File: config.mk
export PLATFORM = sky130hd
export DESIGN_NAME = pipe_hazard_ctrl
export DESIGN_NICKNAME = d
export VERILOG_FILES = /design/src/rtl/pipe_hazard_ctrl.sv
export SDC_FILE = /design/constraint.sdc
export NUM_CORES = 1
export LEC_CHECK = 0
export CELL_PAD_IN_SITES_DETAIL_PLACEMENT = 1
export CELL_PAD_IN_SITES_GLOBAL_PLACEMENT = 1
export CORE_UTILIZATION = 34
export DETAILED_ROUTE_END_ITERATION = 16
export PLACE_DENSITY_LB_ADDON = 0.15
export SLEW_MARGIN = 20
export SYNTH_ARGS = -nofsm -noshare
export SYNTH_HDL_FRONTEND = slang
export SYNTH_SLANG_ARGS = --single-unit
File: constraint.sdc
create_clock -name clk -period 3 [get_ports clk]
set_input_delay 0.9 -clock clk [delete_from_list [all_inputs] [get_ports clk]]
set_output_delay 0.9 -clock clk [all_outputs]
set_load 0.02 [all_outputs]
File: src/rtl/pipe_hazard_ctrl.sv
// RAW hazard control for the five-stage pipeline: in-flight destination scoreboard, stall/flush
// generation and registered operand-forward selects (forwarding compiled in with `define FORWARDING_EN).
module pipe_hazard_ctrl #(
  parameter int unsigned REG_ADDR_W = 5,
  parameter int unsigned DEPTH      = 3,
  parameter int unsigned CNT_W      = 16
) (
  input  logic                  clk,
  input  logic                  rst,
  input  logic                  id_valid,
  input  logic [REG_ADDR_W-1:0] id_src1,
  input  logic [REG_ADDR_W-1:0] id_src2,
  input  logic                  id_use_src2,
  input  logic                  id_wb_en,
  input  logic                  id_mem_r_en,
  input  logic [REG_ADDR_W-1:0] id_dest,
  input  logic                  branch_taken,
  output logic                  stall,
  output logic                  flush,
  output logic [1:0]            fwd_sel1,
  output logic [1:0]            fwd_sel2,
  output logic [CNT_W-1:0]      stall_cnt
);

  typedef struct packed {
    logic                  valid;
    logic                  wb_en;
    logic                  mem_r;
    logic [REG_ADDR_W-1:0] dest;
  } sb_entry_t;

  // Entry 0 is EXE, entry DEPTH-1 is WB.
  sb_entry_t sb [DEPTH];

  // Per-entry source matches; the WB entry is excluded since the register file writes through.
  logic [DEPTH-2:0] m1, m2;
  logic             hazard;
  logic             issue;

  always_comb begin
    m1 = '0;
    m2 = '0;
    for (int unsigned k = 0; k < DEPTH - 1; k++) begin
      m1[k] = sb[k].valid && sb[k].wb_en && (sb[k].dest == id_src1) && (id_src1 != '0);
      m2[k] = sb[k].valid && sb[k].wb_en && (sb[k].dest == id_src2) && (id_src2 != '0)
              && id_use_src2;
    end
  end

  always_comb begin
    hazard = 1'b0;
`ifdef FORWARDING_EN
    // EXE results forward from MEM next cycle; only a load in EXE is too late.
    hazard = sb[0].mem_r && (m1[0] || m2[0]);
    for (int unsigned k = 2; k < DEPTH - 1; k++) begin
      hazard = hazard | m1[k] | m2[k];
    end
`else
    hazard = |{m1, m2};
`endif
  end

  assign flush = branch_taken;
  assign stall = id_valid && hazard && !branch_taken;
  assign issue = id_valid && !stall && !flush;

  always_ff @(posedge clk) begin
    if (rst) begin
      for (int unsigned k = 0; k < DEPTH; k++) begin
        sb[k] <= '0;
      end
    end else begin
      if (issue) begin
        sb[0] <= '{valid: 1'b1, wb_en: id_wb_en, mem_r: id_mem_r_en, dest: id_dest};
      end else begin
        sb[0] <= '0;
      end
      for (int unsigned k = 1; k < DEPTH; k++) begin
        sb[k] <= sb[k-1];
      end
    end
  end

  always_ff @(posedge clk) begin
    if (rst) begin
      stall_cnt <= '0;
    end else if (stall && (stall_cnt != '1)) begin
      stall_cnt <= stall_cnt + 1'b1;
    end
  end

`ifdef FORWARDING_EN
  // Selects are judged from the ID view, so entry 0 becomes MEM and entry 1 becomes WB.
  function automatic logic [1:0] fwd_pick(input logic [1:0] m);
    if (m[0]) return 2'd1;
    if (m[1]) return 2'd2;
    return 2'd0;
  endfunction

  always_ff @(posedge clk) begin
    if (rst || !issue) begin
      fwd_sel1 <= '0;
      fwd_sel2 <= '0;
    end else begin
      fwd_sel1 <= fwd_pick(m1[1:0]);
      fwd_sel2 <= fwd_pick(m2[1:0]);
    end
  end
`else
  assign fwd_sel1 = '0;
  assign fwd_sel2 = '0;
`endif

endmodule

# Yosys cells after proc, flatten, opt, wreduce, memory -nomap -nowiden

Memories as Yosys holds them, arrays and structs flattened.
Cells that the tools add are included.

Flip-flop bits (word level): 16
Input port bits: 22
Output and inout bits: 22
RAM bits: 24
Memories: 1

Memory list:

| memory | words | width | read ports | clocked after Yosys merged registers in | wr ports | line | text |
|---|---|---|---|---|---|---|---|
| sb     | 3     | 8     | 2          | 0                                       | 3        | 33   | `sb_entry_t sb [DEPTH];` |

Reductions and logical operators: 22
Multiplexer cells: 13
$add $sub $neg: 1
Bitwise operators: 4
Eq/ne operators: 5

Operators by type and width:

| cell                                                             | number |
|---|---|
| 8-bit two-way mux                                                | 4 |
| 5-bit == test                                                    | 4 |
| 1-bit logical AND                                                | 17 |
| 16-bit by 1-bit adder with 16-bit output (second input constant) | 1 |
| 16-bit inequality test (second input constant)                   | 1 |
| 5-bit nonzero test                                               | 2 |
| 1-bit two-way mux                                                | 9 |
| 1-bit OR                                                         | 4 |
| 4-bit OR reduction                                               | 1 |
| 1-bit logical NOT                                                | 2 |

# Longest topological paths before layout

Gate-level depths: netlist of the first run.
An unclocked memory read counts as a cell.

Word-level depth: 16
Depth in mapped cells: 9
Gate-level depth less buffers: 7

# Worst setup path after synthesis of the first run

Ideal clock, no wire load.

Path kind: input-to-output
Start: input port id_src2[1]
End: output port stall
Data required time: 2100 ps
Slack: -87 ps
Arrival time: 2187 ps
Stages: 7
Buffers on the path: 2
Path through: or4_1 o21ai_1 inv_1 a22oi_4 buf_6 buf_8 nor2_1

Longest elaborated chain between the ends: 7

RTL lines:

| element                           | line | text |
|---|---|---|
| start: declaration                | 12   | `input logic [REG_ADDR_W-1:0] id_src2,` |
| 5-bit == test                     | 45   | `m2[k] = sb[k].valid && sb[k].wb_en && (sb[k].dest == id_src2) && (id_src2 != '0)` |
| 1-bit logical AND (2 in series)   | 45   |  |
| 1-bit logical AND                 | 46   | `&& id_use_src2;` |
| 4-bit OR reduction *              | 59   | `hazard = \|{m1, m2};` |
| 1-bit logical AND * (2 in series) | 64   | `assign stall = id_valid && hazard && !branch_taken;` |
| end: declaration                  | 18   | `output logic stall,` |

Every way passes the cells marked *; elsewhere a longest branch is shown, timed or not.

# Worst setup path after layout of the first run

Start: input port id_src2[2]
End: output port stall

The elaborated chain is that of the path after synthesis.

==> flow_metrics.env, run 1 <==
export IMPL_avgSynthCellArea_um2=10.1
export IMPL_violations="setup timing"
export IMPL_cap_violations=0
export IMPL_hpwl_mm=3.27
export IMPL_swShare_pct=24.4
export IMPL_crit_top_cell="buf_6"
export IMPL_grt_util_met3_pct=5.56
export IMPL_cts_buffers=5
export IMPL_critPathSlowestCell="or4_4"
export IMPL_clkPwrFrac_pct=35.2
export IMPL_status="finished, violations left"
export IMPL_holdPathEnd="stall_cnt[15]$_SDFFE_PP0P_"
export IMPL_viasPerCell=4.94
export IMPL_port_buffers=38
export IMPL_netlist_instances=175
export IMPL_synth_compound_area_share_pct=11.2
export IMPL_gp_congestion=0.821
export IMPL_grt_remaining_overflow=0
export IMPL_antenna_found_initial=0
export IMPL_powerDensity_nw_per_um2=365
export IMPL_synth_simple_area_share_pct=26.2
export IMPL_grt_pass1_wl_mm=7.15
export IMPL_skew_ns=0.00347
export IMPL_synth_xor_area_share_pct=9.91
export IMPL_synthAdderAreaFrac_pct=0.708
export IMPL_place_inst=291
export IMPL_holdWs_ns=0.506
export IMPL_timing_rr_end="stall_cnt[10]$_SDFFE_PP0P_"
export IMPL_worstPathMaxFanout=2
export IMPL_area_growth_pct=33.2
export IMPL_p_leak_nw=0.795
export IMPL_cp_arrival_ns=2.13
export IMPL_start_util_pct=36.5
export IMPL_reg2reg_depth=7
export IMPL_required_ns=2.10
export IMPL_wl_mm=4.27
export IMPL_combPwrFrac_pct=12.3
export IMPL_coreArea_um2=4850
export IMPL_io_pins=44
export IMPL_ctsRootBufferMaster="clkbuf_8"
export IMPL_synth_top_family_by_area="simple AND/OR/NAND/NOR gates"
export IMPL_fin_tns_setup_ns=-0.0298
export IMPL_fmax_mhz=330
export IMPL_firstDrtPassIters=4
export IMPL_final_common_cell="clkdlybuf4s50_1"
export IMPL_cp_slowest_stage_delay_ns=0.52
export IMPL_hold_viol_final=0
export IMPL_htree_levels=2
export IMPL_remaining_drc_errors=0
export IMPL_ir_worst_vdd_mv=0.206
export IMPL_whs_path_depth=2
export IMPL_fin_cells=299
export IMPL_clk_pin_slew_ns=0.06
export IMPL_grtUsageMet1_pct=22.0
export IMPL_syn_area_um2=1770
export IMPL_worst_setup_path_start_kind="input port"
export IMPL_first_global_vias=1542
export IMPL_cp_cell_sequence="buf_6, or4_4, o21ai_2, inv_2, a22oi_4, nor2_2, buf_6"
export IMPL_startpoint="id_src2[2]"
export IMPL_dieWidth_um=74.1
export IMPL_place_ws_ns=-0.794
export IMPL_ant_nets=0
export IMPL_cp_end_kind="output port"
export IMPL_clock_latency_ns=0.28
export IMPL_synth_edf_count=14
export IMPL_period_minus_slack_ns=3.03
export IMPL_post_route_period_util_pct=101
export IMPL_hold_class="flop to flop"
export IMPL_synth_warnings=0
export IMPL_worst_setup_path_type="input port to output port"
export IMPL_clock_path_buffers=2
export IMPL_cts_tree="yes"
export IMPL_min_from="stall_cnt[15]$_SDFFE_PP0P_"
export IMPL_r2r_slack_ns=0.83
export IMPL_setup_viol_count_final=1
export IMPL_diodes=0
export IMPL_vias=1478
export IMPL_layout_common_cells="clkdlybuf4s50_1 (27), conb_1 (18), xnor2_1 (17)"
export IMPL_gr_usage_all_layers_pct=17.5
export IMPL_num_rows=25
export IMPL_dpl_cell_area_um2=2260
export IMPL_grt_max_degree=30
export IMPL_grtUsageMet2_pct=29.4
export IMPL_internal_power_mw=0.650
export IMPL_stdcell_area_um2=2350
export IMPL_grt_busiest_layer="met2"
export IMPL_sequentialPowerShare_pct=52.5
export IMPL_wl_per_cell_um=14.3
export IMPL_synthMuxAreaShare_pct=3.82
export IMPL_grt_setup_unrepaired="true"
export IMPL_drive_above_1_share_pct=18.1
export IMPL_ys_types=40
export IMPL_die_h_um=74.1
export IMPL_timing_rr_start="sb[0][4]$_SDFFCE_PP0P_"
export IMPL_p_total_mw=0.860
export IMPL_layout_setup_ws_ns=-0.0298
export IMPL_dieArea_um2=5490
export IMPL_fin_nets=254
export IMPL_synthArstFlopShare_pct=0
export IMPL_cts_sinks=30
export IMPL_ys_seq_area_share_pct=41.9
export IMPL_synth_seq_cells=30
export IMPL_synth_top_flop_cell="dfxtp_1"
export IMPL_drtIter0Drc=68
export IMPL_utilization_pct=48.6
export IMPL_drv_slew=0
export IMPL_p_sw_mw=0.210
## how the worst max path moves through the flow
stage                     slack [ns]    end  depth (start not counted)
final                          -0.03  stall                          7
after CTS                      -0.04  stall                          7
after global placement         -0.79  stall                          7
after detailed placement       -0.79  stall                          7
after floorplan                -0.08  stall                          7
after global routing           -0.08  stall                          7
## logic make-up (layout without fill, tap and decap cells)
logic type,count (synthesis),in the layout
muxes,5,5
other,2,18
DFF,30,30
AOI/OAI and AO/OA,27,27
adders and majority gates,1,1
buffers and inverters,15,56
xor gates and xnor gates,20,20
and+or+nand+nor,75,75
## metal layers
layer,wire [um],vias to the layer above
met5,0,-
met4,8,0
met3,147,2
met2,2110,33
met1,2000,717
li1,-,726
## sequential cells by signal, indices dropped and copies added (netlist names)
register	cells
stall_cnt	16
sb	14
## Yosys cell counts (all sizes together) (2+ instances only)
master,instances,area [um^2]
a21oi,11,58.8
and2,7,43.8
buf,11,88.8
clkbuf,2,7.51
conb,2,7.51
dfxtp,16,320
edfxtp,14,420
inv,2,7.51
mux2,5,67.6
nand2,6,22.5
nand3,10,50.1
nand4,10,62.6
nor2,9,33.8
nor2b,12,75.1
nor3,3,31.3
nor4,2,18.8
o21ai,4,23.8
o22ai,2,25.0
o31ai,8,60.1
or3,3,23.8
or4,9,67.6
xnor2,20,175
## timing repair
item                       in CTS  in global routing
hold buffers                    0                  0
setup buffers                   1                  0
pin swaps                       7                 14
gates cloned                    0                  0
gates resized for setup        32                  9
setup endpoints to repair       1                  1
## worst max-delay path: cells and delay by family
kind	cells	cell delay (ns)
compound gates	2	0.36
buf+inv	3	0.29
simple gates	2	0.58
## power by group through the flow
stage	Sequential [mW]	Combinational (mW)	Clock (mW)
final	0.452	0.106	0.303
after detailed placement	0.460	0.105	0
after CTS	0.451	0.103	0.313
after global routing	0.453	0.117	0.336
after global placement	0.459	0.101	0
after floorplan	0.456	0.0626	0
## final cells by class
| cell class | count | area (um^2) |
|---|---|---|
| Clock buffer | 5 | 68.8 |
| Timing Repair Buffer | 46 | 427 |
| Sequential cell | 30 | 741 |
| Multi-Input combinational cell | 146 | 1020 |
| Clock inverter | 3 | 11.3 |
| Inverter | 2 | 7.51 |
| Fill cell | 550 | 2490 |
| Tap cell | 67 | 83.8 |
(Power assumes the default switching activity.)
==> run 2, diff against run 1 <==
CAP_MARGIN = 20   (was unset)
PLACE_DENSITY_LB_ADDON = 0.3   (was 0.15)
==> flow_metrics.env, run 2 (synthesized netlist as in run 1, its figures left out) <==
export IMPL_status="finished, violations left"
export IMPL_violations="setup timing"
export IMPL_layout_setup_ws_ns=-0.0178
export IMPL_worst_setup_path_type="input port to output port"
export IMPL_nFillCells=559
export IMPL_gp_congestion=0.858
export IMPL_start_util_pct=36.5
export IMPL_worstPathMaxFanout=2
export IMPL_port_buffers=38
export IMPL_io_pins=44
export IMPL_area_growth_pct=35.7
export IMPL_cp_arrival_ns=2.12
export IMPL_ir_worst_vdd_mv=0.247
export IMPL_setup_viol_count_final=1
export IMPL_relSlewSlack_pct=67.2
export IMPL_die_h_um=74.1
export IMPL_tightest_slew_ns=0.487
export IMPL_drive_above_1_share_pct=19.1
export IMPL_antenna_found_initial=0
export IMPL_hold_class="flop to flop"
export IMPL_fmax_mhz=331
export IMPL_max_flop_register="stall_cnt"
export IMPL_drv_slew=0
export IMPL_wl_mm=4.36
export IMPL_htree_levels=2
export IMPL_grt_setup_unrepaired="true"
export IMPL_dieWidth_um=74.1
export IMPL_drtIter0Drc=49
export IMPL_utilization_pct=49.5
export IMPL_required_ns=2.10
export IMPL_dpl_cell_area_um2=2260
export IMPL_cap_violations=0
export IMPL_clk_pin_slew_ns=0.07
export IMPL_hold_viol_final=0
export IMPL_grt_max_degree=30
export IMPL_cp_end_kind="output port"
export IMPL_coreArea_um2=4850
export IMPL_ant_nets=0
export IMPL_remaining_drc_errors=0
export IMPL_cts_buffers=5
export IMPL_viasPerCell=4.99
export IMPL_p_leak_nw=0.812
export IMPL_largest_register_ffs=16
export IMPL_clock_latency_ns=0.29
export IMPL_reg_largest_list="stall_cnt x16, sb x14"
export IMPL_place_ws_ns=-0.823
export IMPL_wl_per_cell_um=14.4
export IMPL_period_minus_slack_ns=3.02
export IMPL_first_global_vias=1509
export IMPL_clock_path_buffers=2
export IMPL_final_common_cell="clkdlybuf4s50_1"
export IMPL_firstDrtPassIters=4
export IMPL_gr_usage_all_layers_pct=17.7
export IMPL_layout_common_cells="clkdlybuf4s50_1 (27), xnor2_1 (20), conb_1 (18)"
export IMPL_dieArea_um2=5490
export IMPL_grt_remaining_overflow=0
export IMPL_hpwl_mm=3.18
export IMPL_vias=1513
export IMPL_stdcell_area_um2=2400
export IMPL_worst_setup_path_start_kind="input port"
export IMPL_fin_nets=258
export IMPL_diodes=0
export IMPL_post_route_period_util_pct=101
export IMPL_powerDensity_nw_per_um2=408
export IMPL_ctsHoldBuffers=0
export IMPL_cts_sinks=30
export IMPL_grt_pass1_wl_mm=7.12
export IMPL_num_rows=25
export IMPL_ctsRootBufferMaster="clkbuf_8"
export IMPL_skew_ns=0.00224
export IMPL_cts_tree="yes"
[run 2: cell types whose count changed in the layout (fill, tap and decap cells not counted)]
cell             before  now
buf_4                 8   12
clkinv_1              3    0
xnor2_1              17   20
xnor2_2               3    0
clkinvlp_4            0    2
dlygate4sd2_1         2    4
bufinv_16             0    1
clkbuf_2              1    0
clkdlybuf4s15_1       3    2
[run 2: timing repair]
action	CTS	global route
setup buffers	3	1
setup endpoints to repair	1	1
pin swaps	6	7
gates resized for setup	32	3
[run 2: metal layers]
metal	share of wire (%)	vias to the layer above	GRT usage, %
met5	0	-	0
met4	1.2	0	6.41
met3	5.0	6	4.34
met2	46	36	27.7
met1	48	734	23.6
li1	-	737	-
[run 2: layout make-up]
class                      instances  area, um^2  share of cell area [%]
multi-input combinational        146         993                    41.4
sequential                        30         741                    30.9
timing repair buffer              50         459                    19.1
tap                               67        83.8                    3.50
clock buffer                       5        68.8                    2.87
clock inverter                     3        45.0                    1.88
inverter                           2        7.51                   0.313
[run 2: path summary, 6_finish.rpt]
| check | startpoint | endpoint | slack, ns | cells after the start |
|---|---|---|---|---|
| worst min-delay path | stall_cnt[6]$_SDFFE_PP0P_ | stall_cnt[6]$_SDFFE_PP0P_ | 0.51 | 2 |
| worst max-delay path | id_src2[2] | stall | -0.02 | 7 |
| worst min register to register | stall_cnt[6]$_SDFFE_PP0P_ | stall_cnt[6]$_SDFFE_PP0P_ | 0.51 | 2 |
| worst max register to register | stall_cnt[0]$_SDFFE_PP0P_ | stall_cnt[10]$_SDFFE_PP0P_ | 0.80 | 7 |
[run 2: metrics by stage]
stage                     std cells  hold slack [ns]  TNS (ns)  total power, mW
after global placement          291            0.498     -1.96            0.563
after detailed placement        291            0.505     -2.53            0.566
after global routing            303            0.543   -0.0605             1.02
final                           303            0.514   -0.0178            0.979
after floorplan                 191            0.559   -0.0821            0.519
after CTS                       302            0.522   -0.0632            0.988
[run 2: critical path, cell delays in order]
cell and delay [ns]:
buf_6 0.09, or4_4 0.52, o21ai_2 0.14, inv_2 0.07, a22oi_4 0.20, nor2_2 0.06
buf_6 0.13
[run 2: report_power, final]
part | leakage (nW) | switching [mW] | internal [mW] | total (mW)
Combinational | 0.490 | 0.0512 | 0.0553 | 0.107
Clock | 0.0504 | 0.175 | 0.247 | 0.422
Sequential | 0.271 | 0.0109 | 0.440 | 0.451
Total | 0.812 | 0.237 | 0.742 | 0.979
==> run 3, diff against run 2 <==
CORE_MARGIN = 1.5   (was unset)
CORE_UTILIZATION = 37   (was 34)
clock period = 2.9 ns   (was 3 ns; I/O delays follow)
==> flow_metrics.env, run 3 (synthesized netlist as in run 1, its figures left out) <==
export IMPL_status="finished, violations left"
export IMPL_violations="setup timing"
export IMPL_skew_ns=0.00630
export IMPL_io_pins=44
export IMPL_coreArea_um2=4470
export IMPL_reg_largest_list="stall_cnt x16, sb x14"
export IMPL_cp_cell_sequence="buf_6, or4_4, o21ai_4, inv_2, a22oi_4, nor2_2, buf_6"
export IMPL_vias=1465
export IMPL_sequentialPowerShare_pct=51.2
export IMPL_cts_buffers=5
export IMPL_max_flop_register="stall_cnt"
export IMPL_swShare_pct=25.6
export IMPL_wl_per_cell_um=14.2
export IMPL_clkPwrFrac_pct=36.6
export IMPL_fmax_mhz=333
export IMPL_htree_levels=2
export IMPL_antenna_found_initial=0
export IMPL_ctsRootBufferMaster="clkbuf_8"
export IMPL_cts_tree="yes"
export IMPL_drtIter0Drc=41
export IMPL_layout_setup_ws_ns=-0.0986
export IMPL_dieWidth_um=72.1
export IMPL_holdWs_ns=0.499
export IMPL_start_util_pct=39.5
export IMPL_path_buf_inv=3
export IMPL_layout_common_cells="clkdlybuf4s50_1 (27), xnor2_1 (20), conb_1 (18)"
export IMPL_hpwl_mm=3.15
export IMPL_clock_latency_ns=0.29
export IMPL_cap_violations=0
export IMPL_num_rows=24
export IMPL_diodes=0
export IMPL_ir_worst_vdd_mv=0.240
export IMPL_combPwrFrac_pct=12.2
export IMPL_clk_pin_slew_ns=0.06
export IMPL_grt_pass1_wl_mm=7.22
export IMPL_p_leak_nw=0.793
export IMPL_ant_nets=0
export IMPL_ctsHoldBuffers=0
export IMPL_die_h_um=72.1
export IMPL_viasPerCell=5.12
export IMPL_p_total_mw=0.910
export IMPL_cp_end_kind="output port"
export IMPL_period_minus_slack_ns=3.00
export IMPL_port_buffers=38
export IMPL_fin_nets=256
export IMPL_critPathSlowestCell="or4_4"
export IMPL_cp_arrival_ns=2.13
export IMPL_drv_slew=0
export IMPL_crit_top_cell="buf_6"
export IMPL_first_global_vias=1527
export IMPL_dieArea_um2=5200
export IMPL_worst_setup_path_start_kind="input port"
export IMPL_worstPathMaxFanout=2
export IMPL_remaining_drc_errors=0
export IMPL_cts_sinks=30
export IMPL_cp_slowest_stage_delay_ns=0.54
export IMPL_p_sw_mw=0.233
export IMPL_largest_register_ffs=16
export IMPL_internal_power_mw=0.677
export IMPL_final_common_cell="clkdlybuf4s50_1"
export IMPL_gr_usage_all_layers_pct=18.0
export IMPL_worst_setup_path_type="input port to output port"
export IMPL_setup_viol_count_final=1
export IMPL_grt_remaining_overflow=0
export IMPL_post_route_period_util_pct=103
export IMPL_firstDrtPassIters=4
export IMPL_clock_path_buffers=2
export IMPL_grt_max_degree=25
export IMPL_wl_mm=4.07
export IMPL_grt_setup_unrepaired="true"
export IMPL_hold_class="flop to flop"
export IMPL_powerDensity_nw_per_um2=389
export IMPL_hold_viol_final=0
export IMPL_cp_top_family="simple AND/OR/NAND/NOR gates"
export IMPL_area_growth_pct=32.5
export IMPL_gp_congestion=0.776
export IMPL_drive_above_1_share_pct=17.9
export IMPL_required_ns=2.03
==> run 3: what timing repair did <==
action | CTS | global route
hold endpoints to repair | 0 | 0
buffers inserted | 1 | 0
setup endpoints to repair | 4 | 1
pin swaps | 5 | 5
gates resized for setup | 33 | 2
==> run 3: final cells by class <==
type	instances	area, um^2
clock buffers	5	68.8
repair buffers	48	443
well taps	52	65.1
multi-input cells	146	1000
clock inverters	3	16.3
flip-flops and latches	30	741
inverters	2	7.51
fillers	511	2130
==> run 3: through the flow <==
step	setup WS [ns]	cells	TNS (ns)	util (%)	area, um^2
after floorplan	-0.122	191	-0.122	-	1830
after global placement	-0.844	277	-3.28	50.2	2250
after detailed placement	-0.920	277	-5.15	50.2	2250
after CTS	-0.118	286	-0.118	52.2	2330
after global routing	-0.136	286	-0.136	52.3	2340
final	-0.0986	286	-0.0986	52.3	2340
==> run 3: worst register-to-register path: cells and delay by family, from the launching register on <==
family / cells / cell delay [ns]
compound gates: 2 / 0.37
xor+xnor: 1 / 0.23
buf+inv: 1 / 0.23
flops: 1 / 0.45
mux: 1 / 0.33
simple gates: 2 / 0.48
==> run 3: metal layers <==
metal  GRT usage (%)  wire [um]  vias up  part of all wire [%]
met2            28.3       1920       31                    47
met4            4.40         41        0                   1.0
met5               0          0        -                     0
li1                -          -      729                     -
met1            24.5       1970      700                    48
met3            5.00        134        5                   3.3
==> run 3: worst paths after layout <==
path,startpoint,endpoint,slack (ns),cells past startpoint
setup / recovery,id_src2[2],stall,-0.1,7
hold / removal,stall_cnt[15]$_SDFFE_PP0P_,stall_cnt[15]$_SDFFE_PP0P_,0.50,2
setup reg to reg,sb[0][1]$_SDFFCE_PP0P_,stall_cnt[10]$_SDFFE_PP0P_,0.71,7
hold reg to reg,stall_cnt[15]$_SDFFE_PP0P_,stall_cnt[15]$_SDFFE_PP0P_,0.50,2
==> run 3: power by group through the flow <==
stage / clock network, mW / registers [mW] / logic, mW
CTS: 0.338 / 0.466 / 0.110
global route: 0.356 / 0.467 / 0.124
finish: 0.334 / 0.466 / 0.111
detailed placement: 0 / 0.475 / 0.111
global placement: 0 / 0.475 / 0.107
floorplan: 0 / 0.472 / 0.0647
